[config.mk]
export PLATFORM = sky130hd
export DESIGN_NAME = axi_ar_order_ctrl
export DESIGN_NICKNAME = d
export VERILOG_FILES = /design/src/rtl/axi_order_pkg.sv /design/src/rtl/axi_outstanding_counter.sv /design/src/rtl/axi_ar_order_ctrl.sv
export SDC_FILE = /design/constraint.sdc
export NUM_CORES = 1
export LEC_CHECK = 0
export CAP_MARGIN = 5
export CORE_ASPECT_RATIO = 0.8
export CORE_UTILIZATION = 40
export CTS_CLUSTER_DIAMETER = 200
export DETAILED_ROUTE_END_ITERATION = 10
export DONT_BUFFER_PORTS = 1
export PLACE_DENSITY = 0.53
export SLEW_MARGIN = 20
export SYNTH_ARGS = -nofsm -noshare
export SYNTH_HDL_FRONTEND = slang
export SYNTH_SLANG_ARGS = --single-unit
[constraint.sdc]
create_clock -name clk -period 2.4 [get_ports clk]
set_input_delay 0.36 -clock clk [delete_from_list [all_inputs] [get_ports clk]]
set_output_delay 0.36 -clock clk [all_outputs]
set_load 0.005 [all_outputs]
[src/rtl/axi_order_pkg.sv]
// ---------------------------------------------------------------------------
// axi_order_pkg
// Shared definitions for the AR ordering controller: FSM state encoding,
// the lock_dest value that marks "error responder" as the locked target,
// the default in-flight burst limit and a saturating increment helper.
// No ports (package).
// ---------------------------------------------------------------------------
package axi_order_pkg;

    typedef enum logic [1:0] {
        IDLE     = 2'd0,
        ACTIVE   = 2'd1,
        DRAIN    = 2'd2,
        ERR_WAIT = 2'd3
    } ord_state_e;

    localparam int DEFAULT_MAX_OUTSTANDING = 8;

    // lock_dest is one-hot per target; the error responder is encoded as
    // all bits equal to this value, which coincides with the all-zero
    // decode-error destination so a simple equality compare matches it.
    localparam logic LOCK_ERROR_BIT = 1'b0;

    function automatic logic [15:0] sat_inc16(input logic [15:0] v);
        return (v == 16'hFFFF) ? v : v + 16'd1;
    endfunction

endpackage

[src/rtl/axi_outstanding_counter.sv]
// ---------------------------------------------------------------------------
// axi_outstanding_counter
// Tracks the number of in-flight read bursts. A decrement at zero is
// ignored; an increment and decrement in the same cycle cancel; an
// increment while full is only honoured when paired with a decrement.
// Ports:
//   clk, rst_n   clock, async active-low reset
//   inc_i        one burst issued
//   dec_i        one burst completed (last R beat)
//   cnt_o        current count
//   full_o       count == MAX_OUTSTANDING
//   empty_o      count == 0
// ---------------------------------------------------------------------------
module axi_outstanding_counter
    import axi_order_pkg::*;
#(
    parameter int MAX_OUTSTANDING = DEFAULT_MAX_OUTSTANDING,
    parameter int CNT_W           = $clog2(MAX_OUTSTANDING + 1)
) (
    input  logic             clk,
    input  logic             rst_n,
    input  logic             inc_i,
    input  logic             dec_i,
    output logic [CNT_W-1:0] cnt_o,
    output logic             full_o,
    output logic             empty_o
);

    localparam logic [CNT_W-1:0] MAX_C = CNT_W'(MAX_OUTSTANDING);

    logic [CNT_W-1:0] cnt_q, cnt_d;
    logic             inc_eff, dec_eff;

    assign full_o  = (cnt_q == MAX_C);
    assign empty_o = (cnt_q == '0);
    assign dec_eff = dec_i & ~empty_o;
    assign inc_eff = inc_i & (~full_o | dec_eff);

    always_comb begin
        cnt_d = cnt_q;
        case ({inc_eff, dec_eff})
            2'b10:   cnt_d = cnt_q + CNT_W'(1);
            2'b01:   cnt_d = cnt_q - CNT_W'(1);
            default: cnt_d = cnt_q;
        endcase
    end

    always_ff @(posedge clk or negedge rst_n) begin
        if (!rst_n) begin
            cnt_q <= '0;
        end else begin
            cnt_q <= cnt_d;
        end
    end

    assign cnt_o = cnt_q;

endmodule

[src/rtl/axi_ar_order_ctrl.sv]
// ---------------------------------------------------------------------------
// axi_ar_order_ctrl
// Keeps AXI read bursts from one master in order across target ports: new
// bursts may only go to the target (or error responder) that already has
// bursts in flight; a request to a different target waits until all
// in-flight bursts have completed.
// Ports:
//   clk, rst_n      clock, async active-low reset
//   arvalid_i       upstream AR valid
//   dest_i          one-hot decoded target, all-zero = decode error
//   arready_o       upstream AR ready
//   arvalid_o       per-target AR valid
//   arready_i       per-target AR ready
//   error_req_o     request to the error responder
//   error_gnt_i     error responder accepts the request
//   r_done_i        last R beat handshake upstream
//   outstanding_o   in-flight burst count
//   stall_cnt_o     stalled-request cycle counter
// Build option: AXI_AR_ORDER_CTRL_STATS_EN enables the stall counter;
// otherwise stall_cnt_o is constant zero.
//
// state    | meaning
// IDLE     | nothing in flight, any request forwarded
// ACTIVE   | bursts in flight to lock_dest, matching requests forwarded
// DRAIN    | mismatching target request held until count is zero
// ERR_WAIT | decode-error request held until count is zero
// ---------------------------------------------------------------------------
module axi_ar_order_ctrl
    import axi_order_pkg::*;
#(
    parameter  int N_INIT_PORT     = 4,
    parameter  int MAX_OUTSTANDING = DEFAULT_MAX_OUTSTANDING,
    localparam int CNT_W           = $clog2(MAX_OUTSTANDING + 1)
) (
    input  logic                   clk,
    input  logic                   rst_n,
    input  logic                   arvalid_i,
    input  logic [N_INIT_PORT-1:0] dest_i,
    output logic                   arready_o,
    output logic [N_INIT_PORT-1:0] arvalid_o,
    input  logic [N_INIT_PORT-1:0] arready_i,
    output logic                   error_req_o,
    input  logic                   error_gnt_i,
    input  logic                   r_done_i,
    output logic [CNT_W-1:0]       outstanding_o,
    output logic [15:0]            stall_cnt_o
);

    localparam logic [N_INIT_PORT-1:0] LOCK_ERROR = {N_INIT_PORT{LOCK_ERROR_BIT}};

    ord_state_e             state_q, state_d;
    logic [N_INIT_PORT-1:0] lock_dest_q, lock_dest_d;
    logic [CNT_W-1:0]       cnt;
    logic                   cnt_full, cnt_empty;
    logic                   dest_err, dest_match, may_issue, fwd, issue;
    logic                   ends_zero;

    axi_outstanding_counter #(
        .MAX_OUTSTANDING (MAX_OUTSTANDING),
        .CNT_W           (CNT_W)
    ) u_cnt (
        .clk     (clk),
        .rst_n   (rst_n),
        .inc_i   (issue),
        .dec_i   (r_done_i),
        .cnt_o   (cnt),
        .full_o  (cnt_full),
        .empty_o (cnt_empty)
    );

    // Forwarding decision depends only on state, count and dest_i, so
    // arready_i never feeds back into arvalid_o.
    always_comb begin
        dest_err   = (dest_i == '0);
        dest_match = (dest_i == lock_dest_q);
        case (state_q)
            IDLE:            may_issue = 1'b1;
            ACTIVE:          may_issue = dest_match & ~cnt_full;
            DRAIN, ERR_WAIT: may_issue = cnt_empty;
            default:         may_issue = 1'b0;
        endcase
        // rst_n gating keeps the request outputs quiet while in reset.
        fwd         = rst_n & arvalid_i & may_issue;
        arvalid_o   = {N_INIT_PORT{fwd}} & dest_i;
        error_req_o = fwd & dest_err;
        arready_o   = (|(arvalid_o & arready_i)) | (error_req_o & error_gnt_i);
        issue       = arready_o;
    end

    // Count will be zero after this edge with nothing newly issued.
    assign ends_zero = ~issue & (cnt_empty | ((cnt == CNT_W'(1)) & r_done_i));

    always_comb begin
        state_d     = state_q;
        lock_dest_d = lock_dest_q;
        if (issue) begin
            state_d     = ACTIVE;
            lock_dest_d = dest_err ? LOCK_ERROR : dest_i;
        end else begin
            case (state_q)
                ACTIVE: begin
                    if (arvalid_i && !dest_match) begin
                        state_d = dest_err ? ERR_WAIT : DRAIN;
                    end else if (!arvalid_i && ends_zero) begin
                        state_d = IDLE;
                    end
                end
                DRAIN, ERR_WAIT: begin
                    if (cnt_empty) begin
                        state_d = IDLE;
                    end
                end
                default: state_d = state_q;
            endcase
        end
    end

    always_ff @(posedge clk or negedge rst_n) begin
        if (!rst_n) begin
            state_q     <= IDLE;
            lock_dest_q <= '0;
        end else begin
            state_q     <= state_d;
            lock_dest_q <= lock_dest_d;
        end
    end

    assign outstanding_o = cnt;

`ifdef AXI_AR_ORDER_CTRL_STATS_EN
    logic [15:0] stall_cnt_q;

    always_ff @(posedge clk or negedge rst_n) begin
        if (!rst_n) begin
            stall_cnt_q <= '0;
        end else if (arvalid_i && !arready_o) begin
            stall_cnt_q <= sat_inc16(stall_cnt_q);
        end
    end

    assign stall_cnt_o = stall_cnt_q;
`else
    assign stall_cnt_o = '0;
`endif

endmodule

After elaboration in Yosys (flattened, before gate mapping)
Index checks and enable logic that the tools add are counted.
{"block": "classes", "n_div": 0, "n_eq_ne": 10, "reduce_logical": 12, "n_lt_le_gt_ge": 0, "multipliers": 0, "shift": 0, "n_bitwise": 17, "n_mux": 9, "n_addsub": 2}
{"op": "bitwise AND 1 bit", "count": 9}
{"op": "bitwise AND 4 bit", "count": 2}
{"op": "logical NOT 4 bit", "count": 2}
{"op": "two-way mux 2 bit", "count": 4}
{"op": "one-hot mux 4 bit (2 select lines)", "count": 1}
{"op": "equality test 2 bit, second input constant", "count": 3}
{"op": "adder 4 x 1 -> 4 bit, second input constant", "count": 1}
{"op": "equality test 2 x 1 -> 1 bit, second input constant", "count": 2}
{"op": "equality test 4 x 1 -> 1 bit, second input constant", "count": 1}
{"op": "equality test 4 bit", "count": 1}
{"op": "equality test 4 bit, second input constant", "count": 1}
{"op": "two-way mux 4 bit", "count": 1}
{"op": "inequality test 4 bit, second input constant", "count": 1}
{"op": "one-hot mux 2 bit (2 select lines)", "count": 1}
{"op": "OR reduction 4 bit", "count": 1}
{"op": "subtractor 4 x 1 -> 4 bit, second input constant", "count": 1}
{"op": "inequality test 3 bit, second input constant", "count": 1}
{"op": "inverter 1 bit", "count": 3}
{"op": "bitwise OR 1 bit", "count": 3}
{"op": "one-hot mux 1 bit (3 select lines)", "count": 1}
{"op": "AND reduction 3 bit", "count": 1}
{"op": "nonzero test 3 bit", "count": 1}
{"op": "logical AND 1 bit", "count": 2}
{"op": "logical NOT 1 bit", "count": 2}
{"op": "other kinds (4)", "count": 4}
{"block": "word_totals", "mem_bits_rw": 0, "wordCells": 53, "reg_bits": 10, "n_memories": 0, "latchBits": 0, "rom_bits": 0, "input_bits": 13}

Longest topological paths before layout
{"block": "logic_depth", "ltp_word": 16, "depth_mapped": 11, "ltp_nobuf": 11}

By module
From an unflattened synthesis, not the netlist that was laid out.
{"block": "unflattened", "hier_cells": 98, "area_unflattened_um2": 947.2}
{"module": "axi_ar_order_ctrl", "instances": 1, "area_per_inst_um2": 604.3, "cells_each": 63}
{"module": "axi_outstanding_counter", "instances": 1, "area_per_inst_um2": 342.8, "cells_each": 35}

Least setup slack after synthesis
No wires, ideal clock.
{"block": "synth_path", "path_type": "reg2reg", "start": "register u_cnt.cnt_q[0], in the netlist u_cnt.cnt_o[0]", "end": "register u_cnt.cnt_q[3], in the netlist u_cnt.cnt_o[3]", "slack_ps": -342, "stages_incl_launch_ff": 12, "period_less_slack_ps": 2742, "t_arrival_ps": 2662, "path_buffers": 0, "cell_sequence": "dfrtp_1 inv_1 ha_1 or3b_4 a221o_1 o21ba_4 a31oi_4 o21ai_0 ha_1 nand4b_1 a21oi_1 xor2_1"}
{"block": "synth_via", "elab_chain_cells": 12, "elab_cells_between_ends": 22, "classes_between": "2 x add/sub; 3 x eq/ne; 2 x mux; 12 x bitwise; 3 x reduce/logical"}
{"element": "from (decl)", "line_no": "axi_outstanding_counter.sv:31", "text": "logic [CNT_W-1:0] cnt_q, cnt_d;"}
{"element": "from (signal assigned)", "line_no": "axi_outstanding_counter.sv:52", "text": "cnt_q <= cnt_d;"}
{"element": "equality test 4 bit", "line_no": "axi_outstanding_counter.sv:34", "text": "assign full_o = (cnt_q == MAX_C);"}
{"element": "inverter 1 bit", "line_no": "axi_ar_order_ctrl.sv:78", "text": "ACTIVE: may_issue = dest_match & ~cnt_full;"}
{"element": "bitwise AND 1 bit", "line_no": "axi_ar_order_ctrl.sv:78"}
{"element": "one-hot mux 1 bit (3 select lines) *", "line_no": "axi_ar_order_ctrl.sv:76", "text": "case (state_q)"}
{"element": "bitwise AND 1 bit *", "line_no": "axi_ar_order_ctrl.sv:83", "text": "fwd = rst_n & arvalid_i & may_issue;"}
{"element": "bitwise AND 4 bit", "line_no": "axi_ar_order_ctrl.sv:84", "text": "arvalid_o = {N_INIT_PORT{fwd}} & dest_i;"}
{"element": "bitwise AND 4 bit", "line_no": "axi_ar_order_ctrl.sv:86", "text": "arready_o = (|(arvalid_o & arready_i)) | (error_req_o & error_gnt_i);"}
{"element": "OR reduction 4 bit", "line_no": "axi_ar_order_ctrl.sv:86"}
{"element": "bitwise OR 1 bit *", "line_no": "axi_ar_order_ctrl.sv:86"}
{"element": "via arready_o", "line_no": "axi_ar_order_ctrl.sv:39", "text": "output logic arready_o,"}
{"element": "bitwise AND 1 bit *", "line_no": "axi_outstanding_counter.sv:37", "text": "assign inc_eff = inc_i & (~full_o | dec_eff);"}
{"element": "equality test 2 x 1 -> 1 bit / equality test 2 bit (equally long branches)", "line_no": "axi_outstanding_counter.sv:41", "text": "case ({inc_eff, dec_eff})"}
{"element": "one-hot mux 4 bit (2 select lines) / nonzero test 2 bit (equally long branches)"}
The timed path passes the listed nets; every way through them passes the cells marked *.
A chain may end at the register's enable or synchronous reset.

Worst setup path in the final report
{"block": "layout_path", "start": "register u_cnt.cnt_q[0], in the netlist u_cnt.cnt_o[0]", "end": "register u_cnt.cnt_q[3], in the netlist u_cnt.cnt_o[3]"}
{"block": "layout_via", "elab_chain_cells": 12, "elab_cells_between_ends": 22, "classes_between": "2 x add/sub; 3 x eq/ne; 2 x mux; 12 x bitwise; 3 x reduce/logical"}
{"element": "equality test 4 bit", "line_no": "axi_outstanding_counter.sv:34"}
{"element": "inverter 1 bit", "line_no": "axi_outstanding_counter.sv:37, axi_ar_order_ctrl.sv:78"}
{"element": "bitwise AND 1 bit", "line_no": "axi_ar_order_ctrl.sv:78"}
{"element": "one-hot mux 1 bit (3 select lines)", "line_no": "axi_ar_order_ctrl.sv:76"}
{"element": "bitwise AND 1 bit", "line_no": "axi_ar_order_ctrl.sv:83"}
{"element": "bitwise AND 4 bit", "line_no": "axi_ar_order_ctrl.sv:84"}
{"element": "bitwise AND 4 bit", "line_no": "axi_ar_order_ctrl.sv:86"}
{"element": "OR reduction 4 bit", "line_no": "axi_ar_order_ctrl.sv:86"}
{"element": "bitwise OR 1 bit", "line_no": "axi_ar_order_ctrl.sv:86"}
{"element": "bitwise AND 1 bit", "line_no": "axi_outstanding_counter.sv:37"}
{"element": "equality test 2 x 1 -> 1 bit / equality test 2 bit (equally long branches)", "line_no": "axi_outstanding_counter.sv:41"}
{"element": "one-hot mux 4 bit (2 select lines) / nonzero test 2 bit (equally long branches)"}
Parallel ways exist; a longest one is shown, timed or not.

==> flow_summary.yaml <==
yosys:
  yosys.area_share.simple: 0.153
  synth-compound-area-share: 0.137
  yosysTopAreaCellShare: 0.309
  ys_ff_latch: 10
  muxShareOfSynthArea: 0.0679
  ys_types: 28
  postSynthCellCount: 87
  ys_seq_area_frac: 0.309
  syn_area_um2: 811
  synth-async-reset-ratio: 1.00
  synth_top_area_cell: "dfrtp_1"
  synth.avg_cell_area_um2: 9.32
  synth-xor-area-share: 0.0864
  ys.flop_type: "dfrtp_1"
  synthTopCellsByArea: "dfrtp_1, buf_4, xnor2_1, ha_1, mux2_2"
  yosysWarnings: 0
  synth_edf_count: 0
  synthAdderAreaFrac: 0.0617
  synth_top_family_by_area: "buffers and inverters"
cts:
  cts-root-buf: "clkbuf_4"
  cts_max_path_buffers: 2
  numCtsBuffers: 3
  cts_tree: "done"
  cts_max_level: 1
  insertion_delay_ns: 0.28
  clock_sinks: 10
  clk_pin_slew_worst_paths_ns: 0.07
outcome:
  violations: "setup timing"
  status: "finished, violations left"
layout:
  fin_util: 0.529
  layout_commonest_cell: "conb_1"
  antenna_cells: 0
  drive_gt1_frac: 0.382
  final_cell_count_no_fill: 126
  nets: 120
  synthToLayoutAreaGrowth_pct: 23.5
  final_cell_mix: "conb_1, dfrtp_1, buf_4"
route:
  vias: 609
  drt_pass1_iterations: 4
  drtIter0Drc: 5
  top_layer_used: "met4"
  wirelength_um: 1580
  ant_nets: 0
  via_per_inst: 4.83
  met1_length_um: 659
  wl_per_cell_um: 12.6
  met2_length_um: 820
  route.met3.wl_um: 100
  remaining_drc_errors: 0
setup_path:
  startpoint: "u_cnt.cnt_o[0]$_DFFE_PN0P_"
  cp-start-kind: "register"
  crit_type: "register to register"
  crit_fanout: 4
  reg2reg_setup_slack_ns: -0.15
  cp.arrival_ns: 2.75
  r2r-start: "u_cnt.cnt_o[0]$_DFFE_PN0P_"
  worstReg2RegEnd: "u_cnt.cnt_o[3]$_DFFE_PN0P_"
  cp-end-kind: "register"
  crit_end: "u_cnt.cnt_o[3]$_DFFE_PN0P_"
  required_ns: 2.60
  r2r_cells: 11
global_routing:
  grt_pass1_wl_um: 2590
  grt_use_total: 0.165
  grt_max_degree: 11
  grt_pass1_vias: 593
  antenna_found_initial: 0
  grt_remaining_overflow: 0
placed_design:
  io_buffers: 0
  dp_cells: 119
  routabilityCongestion: 0.724
  place_hpwl_um: 1180
timing:
  slew_viol_final: 0
  clock.fmax_mhz: 392
  fin_crit_sh: 1.06
  finalSetupViolCount: 10
  hold_violations: 0
  finClkSkew_ns: 0.0104
  period_needed_ns: 2.55
  tns_ns: -0.607
  fin_ws_ns: -0.148
  rsz0062_at_grt: "yes"
  hold_slack_ns: 0.216
floorplan:
  rows: 14
  die_h_um: 42.3
  start_util: 0.429
  fp.coreArea_mm2: 0.00189
  dieArea_mm2: 0.00221
  die_w_um: 52.3
  ios: 39
run:
  maxCapViolations: 0
power:
  total_power_mw: 1.15
  leakage_nw: 0.443
  vdd_drop_max_mv: 0.638
  p_per_area_mw_per_mm2: 1150
worst_hold_path:
  hold_path.class: "input port to register"
==> how the worst min path moves through the flow <==
stage,cells after the start,slack [ns],start,to
global route,1,0.22,dest_i[1],lock_dest_q[1]$_DFFE_PN0P_
detailed placement,0,0.06,rst_n,state_q[1]$_DFFE_PN0P_
global placement,0,0.06,rst_n,state_q[1]$_DFFE_PN0P_
floorplan,0,0.06,rst_n,lock_dest_q[0]$_DFFE_PN0P_
finish,2,0.22,arvalid_i,state_q[1]$_DFFE_PN0P_
CTS,2,0.21,arvalid_i,state_q[1]$_DFFE_PN0P_
==> cell usage after synthesis, drive strengths merged (2+ instances only) <==
master / n
dfrtp: 10
nand3: 2
inv: 7
buf: 16
ha: 4
xor2: 2
a31oi: 2
o21ai: 2
nand2: 6
a22oi: 2
xnor2: 6
mux2: 4
nand4: 3
nor2b: 2
nor2: 7
==> area by class of cell <==
type	instances	area, um2
fillers	175	891
multi-input cells	69	548
flip-flops and latches	10	251
repair buffers	12	109
clock buffers	4	36.3
well taps	24	30.0
inverters	7	26.3
==> worst max-delay path: stages, from the launching register on <==
cell	delay, ns
dfrtp_2	0.41
inv_2	0.07
ha_4	0.13
or3b_4	0.39
a221o_1	0.32
o21ba_4	0.22
a31oi_4	0.17
o21ai_2	0.10
ha_4	0.18
nand4b_1	0.18
a21oi_2	0.15
xor2_1	0.15
==> where the power goes <==
| part | internal, mW | switching [mW] | total [mW] |
|---|---|---|---|
| registers | 0.257 | 0.0545 | 0.311 |
| logic | 0.376 | 0.304 | 0.681 |
| clock network | 0.0922 | 0.0620 | 0.154 |
==> kinds of logic (layout without fill, tap and decap cells) <==
| kind of cell | Yosys count | in the layout |
|---|---|---|
| mux | 5 | 5 |
| buf+inv | 23 | 23 |
| fa+ha+maj | 4 | 4 |
| flops | 10 | 10 |
| xor+xnor | 8 | 8 |
| compound gates | 12 | 12 |
| simple gates | 24 | 24 |
| other cells | 1 | 16 |
==> state kept, by name, indices dropped and copies added, names as in the netlist <==
| register | count |
|---|---|
| lock_dest_q | 4 |
| state_q | 2 |
| u_cnt.cnt_o | 4 |
==> metal layers <==
layer,up-vias,global-route usage
li1,295,-
met1,291,0.201
met2,21,0.263
met3,2,0.0688
met4,0,0.0474
met5,-,0
==> stage by stage <==
stage / area (um2) / setup WS [ns]
5_1_grt: 1000 / -0.214
4_1_cts: 986 / -0.127
2_1_floorplan: 886 / -0.222
3_5_place_dp: 876 / -0.153
6_report: 1000 / -0.148
3_3_place_gp: 876 / -0.0993
==> what timing repair did <==
action                                  4_1_cts  5_1_grt
setup buffers                                 2        0
pin swaps                                     0        1
cloned                                        0        0
endpoints found under the setup margin        5       10
endpoints found under the hold margin        10        0
resized for setup                            11        3
hold buffers                                  1        0
(Power assumes the default switching activity.)
